==> src/rtl/composition_recorder_pkg.sv <==
// Shared types and sizing for the melody recorder that feeds the playback decoder.
package composition_pkg;

    localparam int MAX_NOTES = 40;
    localparam int NOTE_W    = 6;
    localparam int IDX_W     = 6;

    typedef logic [NOTE_W-1:0] note_t;

    typedef enum logic {
        S_EDIT = 1'b0,
        S_PLAY = 1'b1
    } rec_state_t;

endpackage

==> src/rtl/composition_recorder_rise_detect.sv <==
// Single-cycle rising-edge pulse for an already synchronised, debounced button level.
module rise_detect (
    input  logic clk,
    input  logic reset,
    input  logic in,
    output logic rise
);

    logic prev;

    always_ff @(posedge clk or posedge reset) begin
        if (reset) begin
            prev <= 1'b0;
        end else begin
            prev <= in;
        end
    end

    assign rise = in & ~prev;

endmodule

==> src/rtl/composition_recorder.sv <==
// Records button-entered note codes into a fixed array and toggles edit/play for the decoder.
module composition_recorder
    import composition_pkg::*;
#(
    parameter int MAX_NOTES = composition_pkg::MAX_NOTES,
    parameter int IDX_W     = composition_pkg::IDX_W
) (
    input  logic             clk,
    input  logic             reset,
    input  note_t            note_in,
    input  logic             add_btn,
    input  logic             undo_btn,
    input  logic             clear_btn,
    input  logic             play_btn,
    output note_t            note_RAM [MAX_NOTES-1:0],
    output logic [IDX_W-1:0] i_note,
    output logic             write_en,
    output logic             full
);

    logic add_rise;
    logic undo_rise;
    logic clear_rise;
    logic play_rise;

    rise_detect u_add_rise (
        .clk   (clk),
        .reset (reset),
        .in    (add_btn),
        .rise  (add_rise)
    );

    rise_detect u_undo_rise (
        .clk   (clk),
        .reset (reset),
        .in    (undo_btn),
        .rise  (undo_rise)
    );

    rise_detect u_clear_rise (
        .clk   (clk),
        .reset (reset),
        .in    (clear_btn),
        .rise  (clear_rise)
    );

    rise_detect u_play_rise (
        .clk   (clk),
        .reset (reset),
        .in    (play_btn),
        .rise  (play_rise)
    );

    rec_state_t state;
    rec_state_t state_next;
    logic       has_notes;
    logic       do_clear;
    logic       do_undo;
    logic       do_append;

    assign full      = (i_note == IDX_W'(MAX_NOTES));
    assign has_notes = (i_note != '0);

    // One edit per cycle (clear > undo > append); the play decision uses the pre-edit count.
    always_comb begin
        state_next = state;
        do_clear   = 1'b0;
        do_undo    = 1'b0;
        do_append  = 1'b0;
        case (state)
            S_EDIT: begin
                if (clear_rise) begin
                    do_clear = 1'b1;
                end else if (undo_rise) begin
                    do_undo = has_notes;
                end else if (add_rise) begin
                    do_append = ~full;
                end
                if (play_rise && has_notes) begin
                    state_next = S_PLAY;
                end
            end
            S_PLAY: begin
                if (play_rise) begin
                    state_next = S_EDIT;
                end
            end
            default: begin
                state_next = S_EDIT;
            end
        endcase
    end

    always_ff @(posedge clk or posedge reset) begin
        if (reset) begin
            state    <= S_EDIT;
            write_en <= 1'b0;
        end else begin
            state    <= state_next;
            write_en <= (state_next == S_PLAY);
        end
    end

    always_ff @(posedge clk or posedge reset) begin
        if (reset) begin
            i_note <= '0;
        end else if (do_clear) begin
            i_note <= '0;
        end else if (do_undo) begin
            i_note <= i_note - 1'b1;
        end else if (do_append) begin
            i_note <= i_note + 1'b1;
        end
    end

    // Removed slots are zeroed so everything at or above i_note always reads as 0.
    always_ff @(posedge clk or posedge reset) begin
        if (reset) begin
            for (int i = 0; i < MAX_NOTES; i++) begin
                note_RAM[i] <= '0;
            end
        end else if (do_clear) begin
            for (int i = 0; i < MAX_NOTES; i++) begin
                note_RAM[i] <= '0;
            end
        end else if (do_undo) begin
            note_RAM[i_note - 1'b1] <= '0;
        end else if (do_append) begin
            note_RAM[i_note] <= note_in;
        end
    end

endmodule

==> config.mk <==
export PLATFORM = sky130hd
export DESIGN_NAME = composition_recorder
export DESIGN_NICKNAME = d
export VERILOG_FILES = /design/src/rtl/composition_recorder_pkg.sv /design/src/rtl/composition_recorder_rise_detect.sv /design/src/rtl/composition_recorder.sv
export SDC_FILE = /design/constraint.sdc
export NUM_CORES = 1
export LEC_CHECK = 0
export ABC_AREA = 1
export CAP_MARGIN = 20
export CORE_ASPECT_RATIO = 1.25
export CORE_MARGIN = 10
export CORE_UTILIZATION = 47
export DETAILED_ROUTE_END_ITERATION = 16
export PLACE_DENSITY_LB_ADDON = 0.15
export SYNTH_ARGS = -nofsm -noshare
export SYNTH_HDL_FRONTEND = slang
export SYNTH_SLANG_ARGS = --single-unit
==> constraint.sdc <==
create_clock -name clk -period 9.1 [get_ports clk]
set_input_delay 1.82 -clock clk [delete_from_list [all_inputs] [get_ports clk]]
set_output_delay 1.82 -clock clk [all_outputs]
set_load 0.005 [all_outputs]
# --- Yosys cells after proc, flatten, opt, wreduce, memory -nomap -nowiden ---
# Index checks and enable logic that the tools add are counted.
word_totals:
  reg_bits: 251
  in_bits: 12
  output_inout_bits: 248
op_classes:
  addsub: 2
  n_lt_le_gt_ge: 4
  eq_ne: 1
  n_mux: 23
  bitwise: 12
  n_reduce_logical: 5
ops:
  columns: ["cell", "count"]
  rows:
  - ["2-to-1 mux 240 bit", 3]
  - ["bitwise AND 240 bit", 1]
  - ["bitwise mux 240 bit", 1]
  - ["NOT 240 bit", 1]
  - ["demux 6 bit (select 6 bit)", 2]
  - ["2-to-1 mux 6 bit", 5]
  - ["< comparator 6 x 7 -> 1 bit (second input constant)", 2]
  - [">= comparator 6 x 1 -> 1 bit (second input constant)", 2]
  - ["2-to-1 mux 1 bit", 11]
  - ["adder 6 x 1 -> 6 bit (second input constant)", 1]
  - ["equality test 6 bit (second input constant)", 1]
  - ["NOT 1 bit", 6]
  - ["nonzero test 6 bit", 1]
  - ["subtractor 6 x 1 -> 6 bit (second input constant)", 1]
  - ["bitwise AND 1 bit", 4]
  - ["logical AND 1 bit", 3]
  - ["nonzero test 3 bit", 1]
  - ["one-hot mux 1 bit (2 select lines)", 1]

# --- Depth between registers and ports, before layout ---
# Gate-level depths: netlist (run 1).
logic_depth:
  depth_word: 9
  ltp_mapped: 14
  ltp_nobuf: 11

# --- Modules after synthesis ---
# Synthesis (run 1) repeated with hierarchy kept, for this count alone.
unflattened:
  cells_unflattened: 1399
  area_unflattened_um2: 11158.2
by_module_without_submodules:
  columns: ["mod", "n_inst", "cells_each", "area_each_um2", "seq_area_each_um2"]
  rows:
  - ["composition_recorder", 1, 1383, 11003.1, 6180.9]
  - ["rise_detect", 4, 4, 38.8, 25.0]

# --- Worst setup path after synthesis (run 1) ---
# No wires, ideal clock.
synth_path:
  kind: "reg2out"
  start: "register i_note[0]"
  end: "output full"
  arrival_ns: 1.461
  required_ns: 7.280
  setup_slack_ns: 5.819
  path_stages_with_launch: 9
  cell_sequence: "dfrtp_1 buf_4 inv_1 buf_4 ha_1 nand2_2 inv_2 nand4_4 inv_1"
synth_between:
  elab_chain_len: 1
synth_rtl:
  columns: ["item", "line", "rtl"]
  rows:
  - ["start: declaration", "composition_recorder.sv:16", "output logic [IDX_W-1:0] i_note,"]
  - ["start signal: assignment", "composition_recorder.sv:110", "i_note <= i_note - 1'b1;"]
  - ["start signal: assignment", "composition_recorder.sv:112", "i_note <= i_note + 1'b1;"]
  - ["equality test 6 bit", "composition_recorder.sv:61", "assign full = (i_note == IDX_W'(MAX_NOTES));"]
  - ["end: declaration", "composition_recorder.sv:18", "output logic full"]
# No other way between the ends.

# --- Worst setup path in the final report (run 1) ---
# Ends and elaborated chain as after synthesis.

==> metrics.txt, run 1 <==
status=complete, no violations; Distinct cells, synth=36; Total Neg Setup Slack=0 ps; vias per cell=5.58; fin crit share=51.7%; Period minus WS final=4700 ps; core area=0.0267 mm2; Setup Buffers After CTS=0; leakage power=around 0.008 uW; VDD IR max=184 uV; Setup CP Type=reg2out; worst endpoint required time=7280 ps; R2R cell count=9; Power Dens Cells=roughly 250 mW/mm2; vias post-DR=12.1k; met3 usage=4.71%; Detail Placement HPWL=28.5 mm; cts bufs inserted=26; Final setup viols=0; Synth Register Bits=around 250; commonest non-fill, non-tap cells in the layout=nand2_1, clkdlybuf4s50_1, dfrtp_1, nand4_1, a21oi_1; Worst Tran Pin Value=1150 ps; ratio of cells with drive above 1 in the final layout=about 8.4%; Resized cells post-CTS=0; Max Slew Vio Count=0; Hold Buf Count CTS=0; met1 Use GR=30.7%; critical path arrival=~2900 ps; Die Y=between 200 and 250 um; nature of the critical path startpoint=flip-flop; fin nets=1825; Fmax achieved=213 MHz; die area=about 0.034 mm2; worst hold slack=approximately 470 ps; Max Root-Sink Buffers=3; Final Hold Viols=0; CTS tree=built; first-pass GRT wire length=67.5 mm; RSZ-0062 raised after global routing=no; met2 Resource Use GR=39.8%; Sink Count=251; commonest non-fill, non-tap cell in the layout=nand2_1; Post-Syn Instances=~1.6k; Reg clk slew, reported paths=60 ps; Final Skew=12.5 ps; Core Util, Final=60.3%; clock root buffer=clkbuf_16; Worst slew margin=23.6%; WL per Instance=19.5 um; global route hottest layer=met2; worst-skew pair later-pin latency=approximately 530 ps; worst hold path class=reg2reg; Row Count=67; hold path cells=2; syn_area_per_cell=7.89 um2; antenna viol nets, final=0; max cap viols=0; gr ovfl total=0; Starting Density=47.5%; DP Area=0.0153 mm2; DRC violations left=0; Area growth syn-to-layout=26.9%; Antenna Cells=0; num ports=260; H-tree depth=1; First-pass DRT Iterations=5; Layout Cell Area excl Fill=0.0161 mm2; Ys Warns=0; post-synthesis sequential area ratio=just under 50%; Tot GR Track Use=around a quarter; WL final=42.4 mm; die width=roughly 170 um; Synth Net Count=between 1.5k and 2k; vias in the first global route=between 10k and 15k; IO buf count=about 260; Setup crit end kind=output pin; GPL Wtd Cong=0.924; worst-path maximum fanout=13; Final Power=around 4000 uW; synthesized area=0.0127 mm2; antenna violations before repair=0; largest net degree at the start of global routing=186; initial detailed-routing violation count=1190
sequential cells by signal, summed over array words and instances (netlist names):
| register | flops |
|---|---|
| u_undo_rise.prev | 1 |
| u_clear_rise.prev | 1 |
| i_note | 6 |
| state | 1 |
| u_add_rise.prev | 1 |
| u_play_rise.prev | 1 |
| note_RAM | 240 |
where the power goes:
part / switching [uW] / total [uW] / internal, uW
Clock: 445 / 1010 / 565
Sequential: 156 / 1430 / 1270
Combinational: 1050 / 1590 / 536
worst paths after layout:
path                                     startpoint                        end  slack (ps)
min in group asynchronous                     reset  note_RAM[140]$_DFFE_PP0P_        1860
setup / recovery              i_note[0]$_DFFE_PP0P_                       full        4400
hold reg to reg            note_RAM[34]$_DFFE_PP0P_   note_RAM[34]$_DFFE_PP0P_         470
hold / removal             note_RAM[34]$_DFFE_PP0P_   note_RAM[34]$_DFFE_PP0P_         470
max in group asynchronous                     reset  note_RAM[121]$_DFFE_PP0P_        5720
setup reg to reg              i_note[0]$_DFFE_PP0P_   note_RAM[47]$_DFFE_PP0P_        5460
worst max-delay path: stages (launching register included):
cell	delay [ps]
dfrtp_1	520
inv_1	370
ha_1	320
nand2_2	140
inv_2	110
nand4_4	210
inv_1	120
clkdlybuf4s50_1	550
Yosys cell counts (all sizes together):
master    n  area, um2
o21ai    40        287
nand4   193       1230
nand3b    1       7.51
ha        2       25.0
nand3    75        385
xor2      2       17.5
clkinv    1       5.00
dfrtp   251       6280
buf      70        424
a21oi    89        460
o22ai     3       18.8
nand2   751       2940
xnor2     1       8.76
nor3      2       15.0
nor2     35        235
clkbuf   29        109
o211ai    1       7.51
inv      66        250
logic make-up after synthesis:
logic type	count (synthesis)	share of synthesized area (%)
DFF	251	49.4
AOI/OAI and AO/OA	133	6.08
buffers and inverters	166	6.20
and+or+nand+nor	1057	37.9
adders and majority gates	2	0.197
xor gates and xnor gates	3	0.207
area by class of cell:
class,instances,area (um2)
Clock inverter,11,60.1
Sequential cell,251,6280
Timing Repair Buffer,270,2700
Clock buffer,35,736
Inverter,67,263
Multi-Input combinational cell,1195,5670
Fill cell,2419,10600
Tap cell,345,432
stage by stage:
stage / setup WS [ps] / std cells
final: 4400 / 2174
after global routing: 4210 / 2174
after CTS: 4390 / 2173
after detailed placement: 4440 / 2127
after global placement: 4470 / 2127
after floorplan: 380 / 1612
routing by layer:
layer,vias to the layer above,wire length [um]
li1,5761,-
met1,5806,16900
met2,476,20900
met3,85,3230
met4,0,1390
met5,-,0
Power figures use the tool's default switching activity.
==> inputs of run 2 (changes only) <==
==> constraint.sdc (replaced) <==
create_clock -name clk -period 3.95 [get_ports clk]
set_input_delay 0.79 -clock clk [delete_from_list [all_inputs] [get_ports clk]]
set_output_delay 0.79 -clock clk [all_outputs]
set_load 0.005 [all_outputs]
==> metrics.txt, run 2 (synthesized netlist as in run 1, its figures left out) <==
status=complete, no violations; reg-to-reg slack, setup=around 940 ps; max reg flops=240; GPL Wtd Cong=1.02; Area growth syn-to-layout=28.9%; R2R cell count=10; Sink Count=251; largest net degree at the start of global routing=123; DRT met1 WL=17.1 mm; First-pass DRT Iterations=6; critical path arrival=2840 ps; Period minus WS final=approximately 3600 ps; IO buf count=~260; num ports=260; worst-path maximum fanout=13; commonest non-fill, non-tap cells in the layout=nand2_1, clkdlybuf4s50_1, dfrtp_1, nand4_1, a21oi_1; Setup CP Type=reg2out; Final Hold Viols=0; cts bufs inserted=26; Power Dens Cells=approximately 580 mW/mm2; Final Skew=approximately 22 ps; antenna viol nets, final=0; first-pass GRT wire length=between 60 and 70 mm; Worst slew margin=between 10% and 20%; worst-skew pair later-pin latency=540 ps; Setup crit end kind=output pin; r2r endpoint=note_RAM[121]$_DFFE_PP0P_; Final Power=9550 uW; Resized cells post-CTS=0; Reg clk slew, reported paths=70 ps; H-tree depth=1; WL met3=~3.4 mm; filler cell count=2387; gr ovfl total=0; vias in the first global route=~12k; worst hold path startpoint=note_RAM[86]$_DFFE_PP0P_; Max Slew Vio Count=0; RSZ-0062 raised after global routing=no; fin nets=1840; Reg-to-Reg Start=i_note[0]$_DFFE_PP0P_; WL final=43.7 mm; leakage power=0.00810 uW; hold path cells=2; Final setup viols=0; worst endpoint required time=3160 ps; fin crit share=92.0%; WHS Endpoint=note_RAM[86]$_DFFE_PP0P_; Hold Buf Count CTS=0; initial detailed-routing violation count=1051; met2 wire length=21.7 mm; DRC violations left=0; worst hold path class=reg2reg; CTS tree=built; Fmax achieved=roughly 280 MHz; Top reg by flops=note_RAM; max cap viols=0; core area=0.0267 mm2; vias per cell=roughly 5.7; Detail Placement HPWL=30.2 mm; WL per Instance=19.9 um; commonest non-fill, non-tap cell in the layout=nand2_1; Tot GR Track Use=24.5%; Max Root-Sink Buffers=3; antenna violations before repair=1; Row Count=67; die area=0.0341 mm2; Worst Tran Pin Value=approximately 1200 ps; clock root buffer=clkbuf_16; pre-CTS setup slack=875 ps; final worst setup slack=318 ps; DR top layer=met4; Setup Buffers After CTS=0; biggest registers after layout=note_RAM: 240 flops, i_note: 6 flops; die width=167 um; ratio of cells with drive above 1 in the final layout=9.37%; Starting Density=47.5%; worst hold slack=approximately 470 ps; vias post-DR=12.4k; VDD IR max=roughly 370 uV; nature of the critical path startpoint=flip-flop; Die Y=204 um
[run 2: changes by cell type in the layout (fill, tap and decap cells not counted), sizes merged]
cell / before / now
buf: 11 / 26
clkinv: 10 / 7
clkinvlp: 2 / 5
clkbuf: 35 / 37
bufinv: 0 / 1
diode: 0 / 1
inv: 66 / 65
[run 2: area by class of cell]
type                       instances  area [um2]  share of cell area, %
sequential                       251        6280                   38.3
multi-input combinational       1195        5670                   34.6
timing repair buffer             285        2860                   17.5
clock buffer                      37         783                   4.78
tap                              345         432                   2.63
inverter                          67         259                   1.58
clock inverter                    11        90.1                  0.550
antenna                            1        2.50                 0.0153
[run 2: metrics by stage]
stage	TNS (ps)	utilization [%]	instances	area, um2
final	0	61.3	2192	16400
after global routing	0	61.3	2192	16400
after CTS	0	61.3	2191	16400
after detailed placement	0	58.0	2143	15500
after global placement	0	58.0	2143	15500
after floorplan	-35560	-	1612	12700
[run 2: worst max-delay path by stage]
stage / from / end / slack, ps
after global routing: i_note[0]$_DFFE_PP0P_ / full / 200
after floorplan: reset / i_note[0]$_DFFE_PP0P_ / -140
after global placement: clear_btn / note_RAM[9]$_DFFE_PP0P_ / 890
after detailed placement: clear_btn / note_RAM[2]$_DFFE_PP0P_ / 880
after CTS: i_note[0]$_DFFE_PP0P_ / full / 340
final: i_note[0]$_DFFE_PP0P_ / full / 320
[run 2: critical path, cell delays in order, from the launching register on]
cell             delay, ps
dfrtp_1                510
inv_1                  330
ha_1                   310
nand2_2                130
inv_2                  100
nand4_4                190
inv_1                  210
clkdlybuf4s50_1        530
[run 2: layer usage]
metal / GRT usage (%) / vias to the layer above
met5: 0 / -
met4: 9.08 / 0
met3: 5.02 / 97
met2: 41.7 / 527
met1: 30.0 / 6041
li1: - / 5778
[run 2: power breakdown]
group / switching (uW) / internal (uW)
sequential: 361 / 2930
clock: 1040 / 1440
combinational: 2500 / 1280
==> RTL edit 1, RTL diff (flow settings as in run 1) <==
Make the reset (`reset`) synchronous in 4 clocked blocks.
--- a/src/rtl/composition_recorder_rise_detect.sv
+++ b/src/rtl/composition_recorder_rise_detect.sv
@@ -8,7 +8,7 @@
 
     logic prev;
 
-    always_ff @(posedge clk or posedge reset) begin
+    always_ff @(posedge clk) begin
         if (reset) begin
             prev <= 1'b0;
         end else begin
--- a/src/rtl/composition_recorder.sv
+++ b/src/rtl/composition_recorder.sv
@@ -91,7 +91,7 @@
         endcase
     end
 
-    always_ff @(posedge clk or posedge reset) begin
+    always_ff @(posedge clk) begin
         if (reset) begin
             state    <= S_EDIT;
             write_en <= 1'b0;
@@ -101,7 +101,7 @@
         end
     end
 
-    always_ff @(posedge clk or posedge reset) begin
+    always_ff @(posedge clk) begin
         if (reset) begin
             i_note <= '0;
         end else if (do_clear) begin
@@ -114,7 +114,7 @@
     end
 
     // Removed slots are zeroed so everything at or above i_note always reads as 0.
-    always_ff @(posedge clk or posedge reset) begin
+    always_ff @(posedge clk) begin
         if (reset) begin
             for (int i = 0; i < MAX_NOTES; i++) begin
                 note_RAM[i] <= '0;
Formal check against the unedited RTL: differs if reset is asserted again (counterexample within 4 cycles, from zero or initial values and one cycle with reset high); with reset held inactive, the same outputs for 4 cycles.
==> RTL edit 1 against run 1 <==
  * Final cell count is 16% lower
  * Wire length shrank 16%
  * Maximum frequency increased by 7.5%
  * Design area decreased by 17%
  * Sequential cell count unchanged
  * Synthesized area shrank 22%
  * Clock skew up 0.0036 ns
  * Register-to-register slack gained 0.37 ns
  * Die area shrank 20%
  * Setup slack better by 0.33 ns
  * Largest cell class unchanged
  * Highest routed layer unchanged
  * Count of clock-buffer cells in the layout is 2 lower
Power is not compared: it rests on default switching activity, and its combinational part moved more than twofold at a synthesized area within 25%.
==> RTL edit 1: results (changes against run 1) <==
regArea_sq_um: 5020  # was 6280 sq um
post_cts_resized: 0  # unchanged
place_ws_ns: 4.50  # was 4.44 ns
grt_pass1_wl_microns: 54000  # was 67500 microns
synth_fp_nets: 1313  # was 1626
finClkSkew_ns: 0.0162  # was 0.0125 ns
largest_registers: "note_RAM x240, i_note x6"  # unchanged
status: "completed"  # unchanged
num-nonclk-inverters: 74  # was 67
multi_input_area_sq_um: 4340  # was 5670 sq um
synth_common_cells: "nand2_1, nand3_1, dfxtp_1"  # was nand2_1, dfrtp_1, nand4_1
signal_buffers: 263  # was 270
hpwlAfterDp_microns: 23400  # was 28500 microns
fill_cells: 1831  # was 2419
ys_types: 26  # was 36
layout.nets: 1546  # was 1825
nonClkBufAreaFrac_pct: 19.4  # was 16.7%
p_leak_nw: 4.37
clk_path_buf_depth: 3  # unchanged
grt_overflow_total: 0  # unchanged
seq_area_frac_synth_pct: 51.0  # was 49.4%
num-clock-buffers: 33  # was 35
firstDrtPassIters: 7  # was 5
cts.clk_slew.worst_paths_ns: 0.06  # about the same
yosysWarnings: 0  # unchanged
first_global_vias: 9658  # was 11800
n_antenna_cell: 0  # unchanged
drive_gt1_share_pct: 9.63  # was 8.42%
post_dp_cell_area_sq_um: 12600  # was 15300 sq um
cts_max_level: 1  # unchanged
postCtsSetupRepairBufs: 0  # unchanged
largest_cell_class: "flip-flops and latches"  # unchanged
wl_per_cell_microns: 19.5  # about the same
cts_root_buffer: "clkbuf_16"  # unchanged
track_usage_pct: 24.6  # was 24.0%
place_inst: 1778  # was 2127
initialDrtViolationCount: 738  # was 1190
hp-class: "flip-flop to flip-flop"  # unchanged
avgSynthCellArea_sq_um: 7.59  # was 7.89 sq um
tightest_slew_ns: 1.20  # was 1.15 ns
gp_congestion: 0.944  # was 0.924
num_vias: 10100  # was 12100
numCtsBuffers: 25  # was 26
viasPerCell: 5.53  # was 5.58
clkLatencyLatePin_ns: 0.52
final-clk-cell-share_pct: 6.19  # was 4.93%
peakVddDrop_mv: 0.157
port_buffers: 259  # unchanged
synth.area.top_cells: "dfxtp_1, nand3_1, nand2_1"  # was dfrtp_1, nand2_1, nand4_1
grt_max_degree: 108  # was 186
multi_input_gates: 917  # was 1195
ys_async_sr_fraction_pct: 0  # was 100%
crit_fanout: 12  # was 13
sh_seq_area_pct: 37.5  # was 38.9%
antenna_found_initial: 0  # unchanged
-- RTL edit 1: per-stage QoR --
step,utilization [%],power [mW]
floorplan,-,1.24
global placement,60.6,1.28
detailed placement,60.6,1.28
CTS,64.6,2.32
global route,64.7,2.38
finish,64.7,2.32
-- RTL edit 1: worst max-delay path, cell delays in order (launching register included) --
cell and delay (ns):
dfxtp_1 0.44, inv_2 0.29, ha_1 0.34, inv_1 0.07, nor2_1 0.15, nand3_2 0.13
inv_1 0.12, clkdlybuf4s50_1 0.51
-- RTL edit 1: cells by family (layout without fill, tap and decap cells) --
group                      count (synthesis)  in the layout  share of synthesized area, %
DFF                                      251            251                          51.0
buffers and inverters                    131            380                          5.18
AOI/OAI and AO/OA                        254            254                          13.0
xor gates and xnor gates                   3              3                         0.267
and+or+nand+nor                          658            658                          30.3
adders and majority gates                  2              2                         0.254
-- RTL edit 1: worst paths after layout --
check | to | slack, ns | cells after the start | from
min reg2reg | note_RAM[87]$_SDFFE_PP0P_ | 0.48 | 2 | note_RAM[87]$_SDFFE_PP0P_
min | note_RAM[87]$_SDFFE_PP0P_ | 0.48 | 2 | note_RAM[87]$_SDFFE_PP0P_
max | full | 4.72 | 7 | i_note[0]$_SDFFE_PP0P_
max reg2reg | note_RAM[13]$_SDFFE_PP0P_ | 5.83 | 10 | i_note[0]$_SDFFE_PP0P_
-- RTL edit 1: metal layers --
layer,GRT usage [%],up-vias,part of all wire (%)
met1,29.4,4733,38
met4,6.61,0,2.2
li1,-,4834,-
met3,7.36,54,11
met2,41.9,459,49
met5,0,-,0
-- RTL edit 1: report_power, final --
group / leakage (nW) / internal (mW) / switching [mW] / total, mW
Sequential: 2.02 / 1.10 / 0.00754 / 1.11
Combinational: 1.93 / 0.0312 / 0.122 / 0.153
Clock: 0.417 / 0.627 / 0.426 / 1.05
==> RTL edit 2, RTL diff (flow settings as in run 1) <==
Without the edit above. The package constant `MAX_NOTES` goes from 40 to 20.
--- a/src/rtl/composition_recorder_pkg.sv
+++ b/src/rtl/composition_recorder_pkg.sv
@@ -1,7 +1,7 @@
 // Shared types and sizing for the melody recorder that feeds the playback decoder.
 package composition_pkg;
 
-    localparam int MAX_NOTES = 40;
+    localparam int MAX_NOTES = 20;
     localparam int NOTE_W    = 6;
     localparam int IDX_W     = 6;
 
Ports: changed (resized note_RAM); port bits go from 260 to 140. The function was not compared with the original's and may differ.
==> RTL edit 2 against run 1 <==
  * Setup slack gained 0.39 ns
  * Sequential cell count down 120
  * Critical path type unchanged
  * Register-to-register slack gained 0.26 ns
  * Synthesized area is 38% lower
  * Wire length is 44% lower
  * Design area fell by 38%
  * Synthesized cell count is 24% lower
  * Clock power fell by 34%
  * Power fell by 21%
==> RTL edit 2: results (changes against run 1) <==
fin_cells: 1568  # was 2174
wl_met2_microns: 11400  # was 20900 microns
largest_registers: "note_RAM x120, i_note x6"  # was note_RAM x240, i_note x6
firstDrtPassIters: 7  # was 5
grtUsageMet2_pct: 34.4  # was 39.8%
hpwlAfterDp_microns: 15500  # was 28500 microns
peakVddDrop_mv: 0.160  # was 0.184 mV
yosysTopAreaCellShare_pct: 41.3  # was 49.4%
tightest_slew_ns: 1.22  # was 1.15 ns
post_dp_cell_area_sq_um: 9370  # was 15300 sq um
p_leak_nw: 4.59  # was 7.99 nW
place_inst: 1534  # was 2127
crit_fanout: 8  # was 13
synth_cells: 1223  # was 1612
fill_cells: 1598  # was 2419
layout.nets: 1356  # was 1825
place_ws_ns: 3.93  # was 4.44 ns
wl_per_cell_microns: 15.2  # was 19.5 microns
numCtsBuffers: 17  # was 26
synth.area.top_cells: "dfrtp_1, nand2_1, a21oi_1"  # was dfrtp_1, nand2_1, nand4_1
ys_types: 26  # was 36
status: "completed"  # unchanged
track_usage_pct: 21.0  # was 24.0%
cp.arrival_ns: 2.49  # was 2.88 ns
use_met1_pct: 26.8  # was 30.7%
port_buffers: 139  # was 259
gp_congestion: 0.907  # was 0.924
grt_use_met3_pct: 4.69  # was 4.71%
finClkSkew_ns: 0.00821  # was 0.0125 ns
final_util_pct: 60.2  # was 60.3%
seq_area_frac_synth_pct: 41.3  # was 49.4%
grt_max_degree: 120  # was 186
drt-met1-wl_microns: 10400  # was 16900 microns
initialDrtViolationCount: 653  # was 1190
synth_common_cells: "nand2_1, nor2_1, dfrtp_1"  # was nand2_1, dfrtp_1, nand4_1
[RTL edit 2: changes by cell type after synthesis, sizes merged, moves of 2 or more]
cell / change
nor2: +125
nor3: -2
dfrtp: -120
ha: +4
nand4: -191
buf: -47
nand3: -56
inv: -33
o21ai: -32
a21oi: +38
nand2: -77
[RTL edit 2: path summary, 6_finish.rpt]
kind / startpoint / cells after the start / endpoint / slack [ns]
setup / recovery: i_note[0]$_DFFE_PP0P_ / 5 / full / 4.79
hold / removal: note_RAM[46]$_DFFE_PP0P_ / 2 / note_RAM[46]$_DFFE_PP0P_ / 0.50
setup reg to reg: i_note[0]$_DFFE_PP0P_ / 13 / note_RAM[71]$_DFFE_PP0P_ / 5.72
hold reg to reg: note_RAM[46]$_DFFE_PP0P_ / 2 / note_RAM[46]$_DFFE_PP0P_ / 0.50
max in group asynchronous: reset / 4 / note_RAM[73]$_DFFE_PP0P_ / 6.23
min in group asynchronous: reset / 2 / note_RAM[91]$_DFFE_PP0P_ / 1.84
[RTL edit 2: cells by family (layout without fill, tap and decap cells)]
logic type / Yosys count / in the layout / synth area share, %
adder cells (fa/ha/maj): 6 / 6 / 0.945
flip-flops: 131 / 131 / 41.3
AO/OA/AOI/OAI: 139 / 139 / 10.1
buffers and inverters: 87 / 212 / 5.15
AND/OR/NAND/NOR: 855 / 855 / 42.0
XOR/XNOR: 5 / 5 / 0.551
[RTL edit 2: area by class of cell]
cell class / count / area share (%)
clock inverter: 6 / 0.796
multi-input combinational: 1005 / 42.4
tap: 220 / 2.74
inverter: 35 / 1.33
sequential: 131 / 32.6
timing repair buffer: 148 / 15.4
clock buffer: 23 / 4.75
[RTL edit 2: report_power, final]
group | total, mW | switching (mW) | internal [mW]
clock | 0.666 | 0.249 | 0.418
combinational | 1.48 | 0.795 | 0.683
sequential | 1.02 | 0.220 | 0.803
